**src/rtl/dac_update_scheduler.sv**
```systemverilog
// dac_update_scheduler
//   Arbitrates per-channel DAC code updates onto one shared DAC SPI serializer.
//   Each channel has a single pending slot. Slots are granted round-robin. The
//   granted code is framed as {CMD,code,4'b0} and handed to the serializer. A
//   minimum idle gap is enforced after each frame.
//
// Ports
//   clk         system clock, all logic on posedge
//   rst         synchronous active-high reset
//   req_valid   [NCH]     per-channel update request
//   req_data    [NCH*DW]  per-channel code, ch i at [DW*i +: DW]
//   req_ready   [NCH]     slot i empty (registered, = ~pend[i])
//   tx_start    one-cycle launch pulse to the serializer
//   tx_word     [16]      frame word, held from tx_start until the next grant
//   tx_cs_sel   [NCH]     one-hot target channel, cleared during the gap
//   tx_busy     serializer busy
//   sched_busy  FSM not idle, or any slot pending
//   frame_cnt   [16]      completed frames, modulo 2^16
//   err_to      sticky: serializer did not raise tx_busy within TO_CYC cycles
//   ldac_n      DAC load strobe, active low
//
// Build option
//   DAC_LDAC_EN  when defined, ldac_n pulses low for LDAC_W cycles on leaving
//                the gap with no slot pending, and new launches wait for the
//                pulse to finish. When undefined, ldac_n is tied high.
module dac_update_scheduler #(
   parameter int unsigned      NCH     = 2,
   parameter int unsigned      DW      = 8,
   parameter logic [4*NCH-1:0] CMD_TAB = 8'hF7,
   parameter int unsigned      GAP     = 2,
   parameter int unsigned      TO_CYC  = 8,
   parameter int unsigned      LDAC_W  = 4
) (
   input  logic            clk,
   input  logic            rst,
   input  logic [NCH-1:0]  req_valid,
   input  logic [NCH*DW-1:0] req_data,
   output logic [NCH-1:0]  req_ready,
   output logic            tx_start,
   output logic [15:0]     tx_word,
   output logic [NCH-1:0]  tx_cs_sel,
   input  logic            tx_busy,
   output logic            sched_busy,
   output logic [15:0]     frame_cnt,
   output logic            err_to,
   output logic            ldac_n
);

   localparam int unsigned PW   = (NCH > 1) ? $clog2(NCH) : 1;
   localparam int unsigned CM0  = (TO_CYC > GAP) ? TO_CYC : GAP;
   localparam int unsigned CMAX = (CM0 > LDAC_W) ? CM0 : LDAC_W;
   localparam int unsigned CW   = $clog2(CMAX + 1);

   typedef enum logic [2:0] {
      S_IDLE,
      S_LAUNCH,
      S_WAIT_ACK,
      S_WAIT_DONE,
      S_GAP
   } state_t;

   state_t          state_q, state_d;
   logic [NCH-1:0]  pend_q, pend_d;
   logic [DW-1:0]   code_q [NCH];
   logic [PW-1:0]   rr_ptr;
   logic [CW-1:0]   cnt_q, cnt_d;
   logic [NCH-1:0]  accept;

   logic            grant_found;
   logic [PW-1:0]   grant_idx;
   logic [PW-1:0]   srch;
   logic            grant;
   logic            to_hit;
   logic            done;
   logic            gap_end;
   logic            ldac_ok;

   assign accept     = req_valid & req_ready;
   assign sched_busy = (state_q != S_IDLE) || (|pend_q);
   assign gap_end    = (state_q == S_GAP) && (cnt_q == CW'(GAP - 1));

   // Round-robin search starting one past the last granted channel.
   always_comb begin
      grant_found = 1'b0;
      grant_idx   = '0;
      srch        = '0;
      for (int unsigned k = 1; k <= NCH; k++) begin
         srch = PW'((32'(rr_ptr) + k) % NCH);
         if (!grant_found && pend_q[srch]) begin
            grant_found = 1'b1;
            grant_idx   = srch;
         end
      end
   end

   always_comb begin
      state_d = state_q;
      grant   = 1'b0;
      to_hit  = 1'b0;
      done    = 1'b0;
      case (state_q)
         S_IDLE: begin
            if (grant_found && ldac_ok) begin
               grant   = 1'b1;
               state_d = S_LAUNCH;
            end
         end
         S_LAUNCH: state_d = S_WAIT_ACK;
         S_WAIT_ACK: begin
            if (tx_busy) begin
               state_d = S_WAIT_DONE;
            end else if (cnt_q == CW'(TO_CYC - 1)) begin
               to_hit  = 1'b1;
               state_d = S_GAP;
            end
         end
         S_WAIT_DONE: begin
            if (!tx_busy) begin
               done    = 1'b1;
               state_d = S_GAP;
            end
         end
         S_GAP: begin
            if (gap_end) state_d = S_IDLE;
         end
         default: state_d = S_IDLE;
      endcase

      // Counter runs only while dwelling in a timed state; any transition clears it.
      if ((state_d == state_q) && ((state_q == S_WAIT_ACK) || (state_q == S_GAP)))
         cnt_d = cnt_q + CW'(1);
      else
         cnt_d = '0;

      // Grant frees the slot at the same edge, so a new request can refill it next cycle.
      pend_d = pend_q;
      if (grant) pend_d[grant_idx] = 1'b0;
      pend_d = pend_d | accept;
   end

   always_ff @(posedge clk) begin
      if (rst) begin
         state_q   <= S_IDLE;
         cnt_q     <= '0;
         pend_q    <= '0;
         req_ready <= '1;
         rr_ptr    <= PW'(NCH - 1);
         tx_start  <= 1'b0;
         tx_word   <= '0;
         tx_cs_sel <= '0;
         frame_cnt <= '0;
         err_to    <= 1'b0;
         for (int unsigned i = 0; i < NCH; i++) code_q[i] <= '0;
      end else begin
         state_q   <= state_d;
         cnt_q     <= cnt_d;
         pend_q    <= pend_d;
         req_ready <= ~pend_d;
         tx_start  <= (state_q == S_LAUNCH);
         for (int unsigned i = 0; i < NCH; i++)
            if (accept[i]) code_q[i] <= req_data[DW*i +: DW];
         if (grant) begin
            rr_ptr    <= grant_idx;
            tx_word   <= 16'({CMD_TAB[4*grant_idx +: 4], code_q[grant_idx], 4'b0000});
            tx_cs_sel <= NCH'(1) << grant_idx;
         end else if ((state_d == S_GAP) && (state_q != S_GAP)) begin
            tx_cs_sel <= '0;
         end
         if (to_hit) err_to    <= 1'b1;
         if (done)   frame_cnt <= frame_cnt + 16'd1;
      end
   end

`ifdef DAC_LDAC_EN
   logic          ldac_q;
   logic [CW-1:0] lcnt;

   always_ff @(posedge clk) begin
      if (rst) begin
         ldac_q <= 1'b1;
         lcnt   <= '0;
      end else if (gap_end && (pend_q == '0)) begin
         ldac_q <= 1'b0;
         lcnt   <= '0;
      end else if (!ldac_q) begin
         if (lcnt == CW'(LDAC_W - 1)) ldac_q <= 1'b1;
         else                         lcnt   <= lcnt + CW'(1);
      end
   end

   assign ldac_ok = ldac_q;
   assign ldac_n  = ldac_q;
`else
   assign ldac_ok = 1'b1;
   assign ldac_n  = 1'b1;
`endif

endmodule

```
**config.mk**
```make
export PLATFORM = sky130hd
export DESIGN_NAME = dac_update_scheduler
export DESIGN_NICKNAME = d
export VERILOG_FILES = /design/src/rtl/dac_update_scheduler.sv
export SDC_FILE = /design/constraint.sdc
export NUM_CORES = 1
export LEC_CHECK = 0
export ABC_CLOCK_PERIOD_IN_PS = 4800
export CAP_MARGIN = 5
export CORE_AREA = 3 3 74 76
export DETAILED_ROUTE_END_ITERATION = 8
export DIE_AREA = 0 0 77 79
export MAX_ROUTING_LAYER = met4
export PLACE_DENSITY = 0.82
export SLEW_MARGIN = 30
export SYNTH_ARGS = -nofsm -noshare
export SYNTH_HDL_FRONTEND = slang
export SYNTH_SLANG_ARGS = --single-unit
```
**constraint.sdc**
```tcl
create_clock -name clk -period 4.8 [get_ports clk]
set_clock_uncertainty 0.15 [all_clocks]
set_input_delay 1.44 -clock clk [delete_from_list [all_inputs] [get_ports clk]]
set_output_delay 1.44 -clock clk [all_outputs]
set_load 0.01 [all_outputs]
```
==> impl_metrics.py <==
metrics = {
    "status": {
        "status": "complete, no violations",
    },
    "die": {
        "die-area_sq_mm": 0.006083,
        "die_w_microns": 77,
        "io_pins": 61,
        "initial_core_util_pct": 50.77,
        "core-area_sq_mm": 0.004786,
        "fp-row-count": 25,
        "fp.dieH_microns": 79,
    },
    "place": {
        "preCtsSetupSlack_ns": 1.277,
        "routabilityCongestion": 0.8862,
        "place_inst": 346,
        "hpwl_microns": 3524,
        "numPortBuffers": 55,
    },
    "synthesis": {
        "synth_edf_count": 16,
        "synth_top_family_by_area": "simple AND/OR/NAND/NOR gates",
        "async_flop_share_pct": 0,
        "synth_fa_ha_area_share_pct": 1.545,
        "synth-seq-cells": 58,
        "synth_compound_area_share_pct": 10.87,
        "netlist_top_cells_area": "dfxtp_1 (35%), edfxtp_1 (20%), and2_1 (4.6%), nor2_1 (4.5%), a222oi_1 (3.3%)",
        "synth_top_cell_by_area": "dfxtp_1",
        "syn_inst": 238,
        "ys.flop_type": "dfxtp_1",
        "synth_top_area_share_pct": 34.60,
        "synth-simple-area-share_pct": 22.81,
        "yosys_warnings": 0,
        "syn_area_sq_mm": 0.002430,
        "ys_top_cells_by_count": "dfxtp_1 (42), nor2_1 (29), and2_1 (18), edfxtp_1 (16)",
        "synth.avg_cell_area_sq_um": 10.21,
        "synth_xor_area_share_pct": 4.325,
        "ys_seq_area_share_pct": 54.38,
        "synthDistinctLibCells": 45,
        "synthMuxAreaShare_pct": 0.4634,
        "synth_most_common_cell": "dfxtp_1",
    },
    "sta": {
        "fin_ws_ns": 1.258,
        "slew_viol_final": 0,
        "clock.fmax_mhz": 282.3,
        "finalHoldViolCount": 0,
        "period_share_pct": 73.80,
        "slew_headroom_pct": 45.77,
        "whs_ns": 0.3130,
        "rsz0062_at_grt": "false",
        "min_period_ns": 3.542,
        "setup_violations": 0,
        "setup_tns_ns": 0,
        "tightest_slew_ns": 0.8135,
    },
    "clock_network": {
        "hold_buffers": 0,
        "cts-root-buf": "clkbuf_8",
        "cts_resized": 0,
        "cts_sinks": 58,
        "clockBufferDepth": 2,
        "clk_latency_ns": 0.33,
        "cts_max_level": 3,
        "cts_tree": "built",
        "clk_pin_slew_ns": 0.06,
        "post-cts-setup-buffers": 0,
        "cts_buffers": 9,
    },
    "route": {
        "drt-initial-drc-count": 138,
        "vias": 1906,
        "ant_nets": 0,
        "routedWlPerCell_microns": 13.92,
        "drtPass1Iterations": 4,
        "drc_errors": 0,
        "routed_wl_microns": 5038,
        "vias_per_cell": 5.265,
    },
    "worst_hold_path": {
        "hp-class": "reg2reg",
    },
    "critical_path": {
        "crit_slowest_cell": "clkdlybuf4s50_1",
        "critPathBufInv": 1,
        "crit_fanout": 10,
        "required_ns": 3.21,
        "cpPeakStageDelay_ns": 0.48,
        "end_kind": "output port",
        "critPathTopFamily": "simple AND/OR/NAND/NOR gates",
        "crit_chain": "or3_1 -> or3_1 -> clkdlybuf4s50_1",
        "crit_top_cell": "or3_1",
        "cp-start-kind": "flop",
        "arrival_ns": 1.95,
        "setup.worst_path.class": "reg2out",
    },
    "pwr": {
        "p_leak_uw": 0.001174,
        "power_frac_clock_pct": 37.0,
        "p_sw_uw": 265.7,
        "switching_share_pct": 24.15,
        "p_int_uw": 834.5,
        "peakVddDrop_mv": 0.2072,
        "comb_power_share_pct": 12.3,
        "pwr-share-seq_pct": 50.7,
        "power.density_mw_per_mm2": 347.4,
    },
    "run": {
        "drv_cap": 0,
    },
    "global_route": {
        "grt_first_pass_wirelength_microns": 8535,
        "grt_overflow": 0,
        "grt_antenna_before_repair": 0,
        "grt_pass1_vias": 1888,
        "grt_max_degree": 37,
        "grt.total_usage_pct": 18.61,
    },
    "cells_and_area": {
        "syn2layout_area_growth_pct": 30.33,
        "n_antenna_cell": 0,
        "drive_gt1_share_pct": 6.441,
        "final_cells": 362,
        "num-nets-final": 314,
        "utilization_pct": 66.17,
    },
}
==> flip-flops by register name (all words and copies together), names as in the netlist <==
register,count
cnt_q,4
code_q,16
err_to,1
frame_cnt,16
pend_q,2
req_ready,2
rr_ptr,1
state_q,3
tx_cs_sel,2
tx_start,1
tx_word,10
==> metal layers <==
metal | share of wire [%] | routed length, microns | vias up | GRT usage, %
li1 | - | - | 941 | -
met1 | 43 | 2164 | 873 | 20.74
met2 | 48 | 2417 | 76 | 28.75
met3 | 5.9 | 296 | 16 | 6.122
met4 | 3.2 | 160 | 0 | 12.28
met5 | 0 | 0 | - | -
==> final timing paths <==
check                  start          to  slack, ns  cells past startpoint
hold reg to reg     cnt_q[0]    cnt_q[0]       0.31                      1
hold / removal      cnt_q[0]    cnt_q[0]       0.31                      1
setup reg to reg  state_q[2]   pend_q[1]       2.68                      4
setup / recovery  state_q[2]  sched_busy       1.26                      3
==> through the flow <==
step	instance area [sq um]	power (uW)
after global placement	2980	696.2
after detailed placement	2980	702.8
after CTS	3163	1112
final	3167	1100
after floorplan	2441	642.6
after global routing	3167	1155
==> cell families after synthesis <==
| group | count (synthesis) |
|---|---|
| compound gates | 37 |
| xor+xnor | 12 |
| fa+ha+maj | 3 |
| buf+inv | 25 |
| flops | 58 |
| mux | 1 |
| other cells | 2 |
| simple gates | 100 |
==> power groups by stage <==
| stage | logic, uW | clock network, uW | registers [uW] |
|---|---|---|---|
| 6_report | 135 | 407 | 558 |
| 5_1_grt | 149 | 444 | 562 |
| 4_1_cts | 135 | 419 | 558 |
| 3_5_place_dp | 135 | 0 | 568 |
| 3_3_place_gp | 131 | 0 | 566 |
| 2_1_floorplan | 76.3 | 0 | 566 |
==> final cells by class <==
class | count | area [sq um]
repair buffers | 56 | 558.0
well taps | 67 | 83.83
flip-flops and latches | 58 | 1321
inverters | 7 | 26.28
clock buffers | 14 | 172.7
multi-input cells | 158 | 994.7
clock inverters | 2 | 10.01
fillers | 401 | 1619
==> cell usage in the layout (no fill, tap or decap), types with 2 or more instances in the layout <==
cell type         n
nor4_1            4
conb_1            5
nand2b_1          3
nand2_1          12
and3_1            3
clkbuf_1          2
nor2_1           29
a21o_1            2
or3_1             5
a222oi_1          8
nand3_1           6
xor2_1            6
clkdlybuf4s50_1  55
clkbuf_8         12
nor3b_1           2
and2_1           18
clkinv_2          2
nand4_1           5
xnor2_1           6
nor3_1            3
o21ai_0           5
a21oi_1          12
ha_1              3
dfxtp_1          42
inv_1             7
a211o_1           2
edfxtp_1         16
and4_1            2
Note: power is estimated with default switching activity, not from simulation.
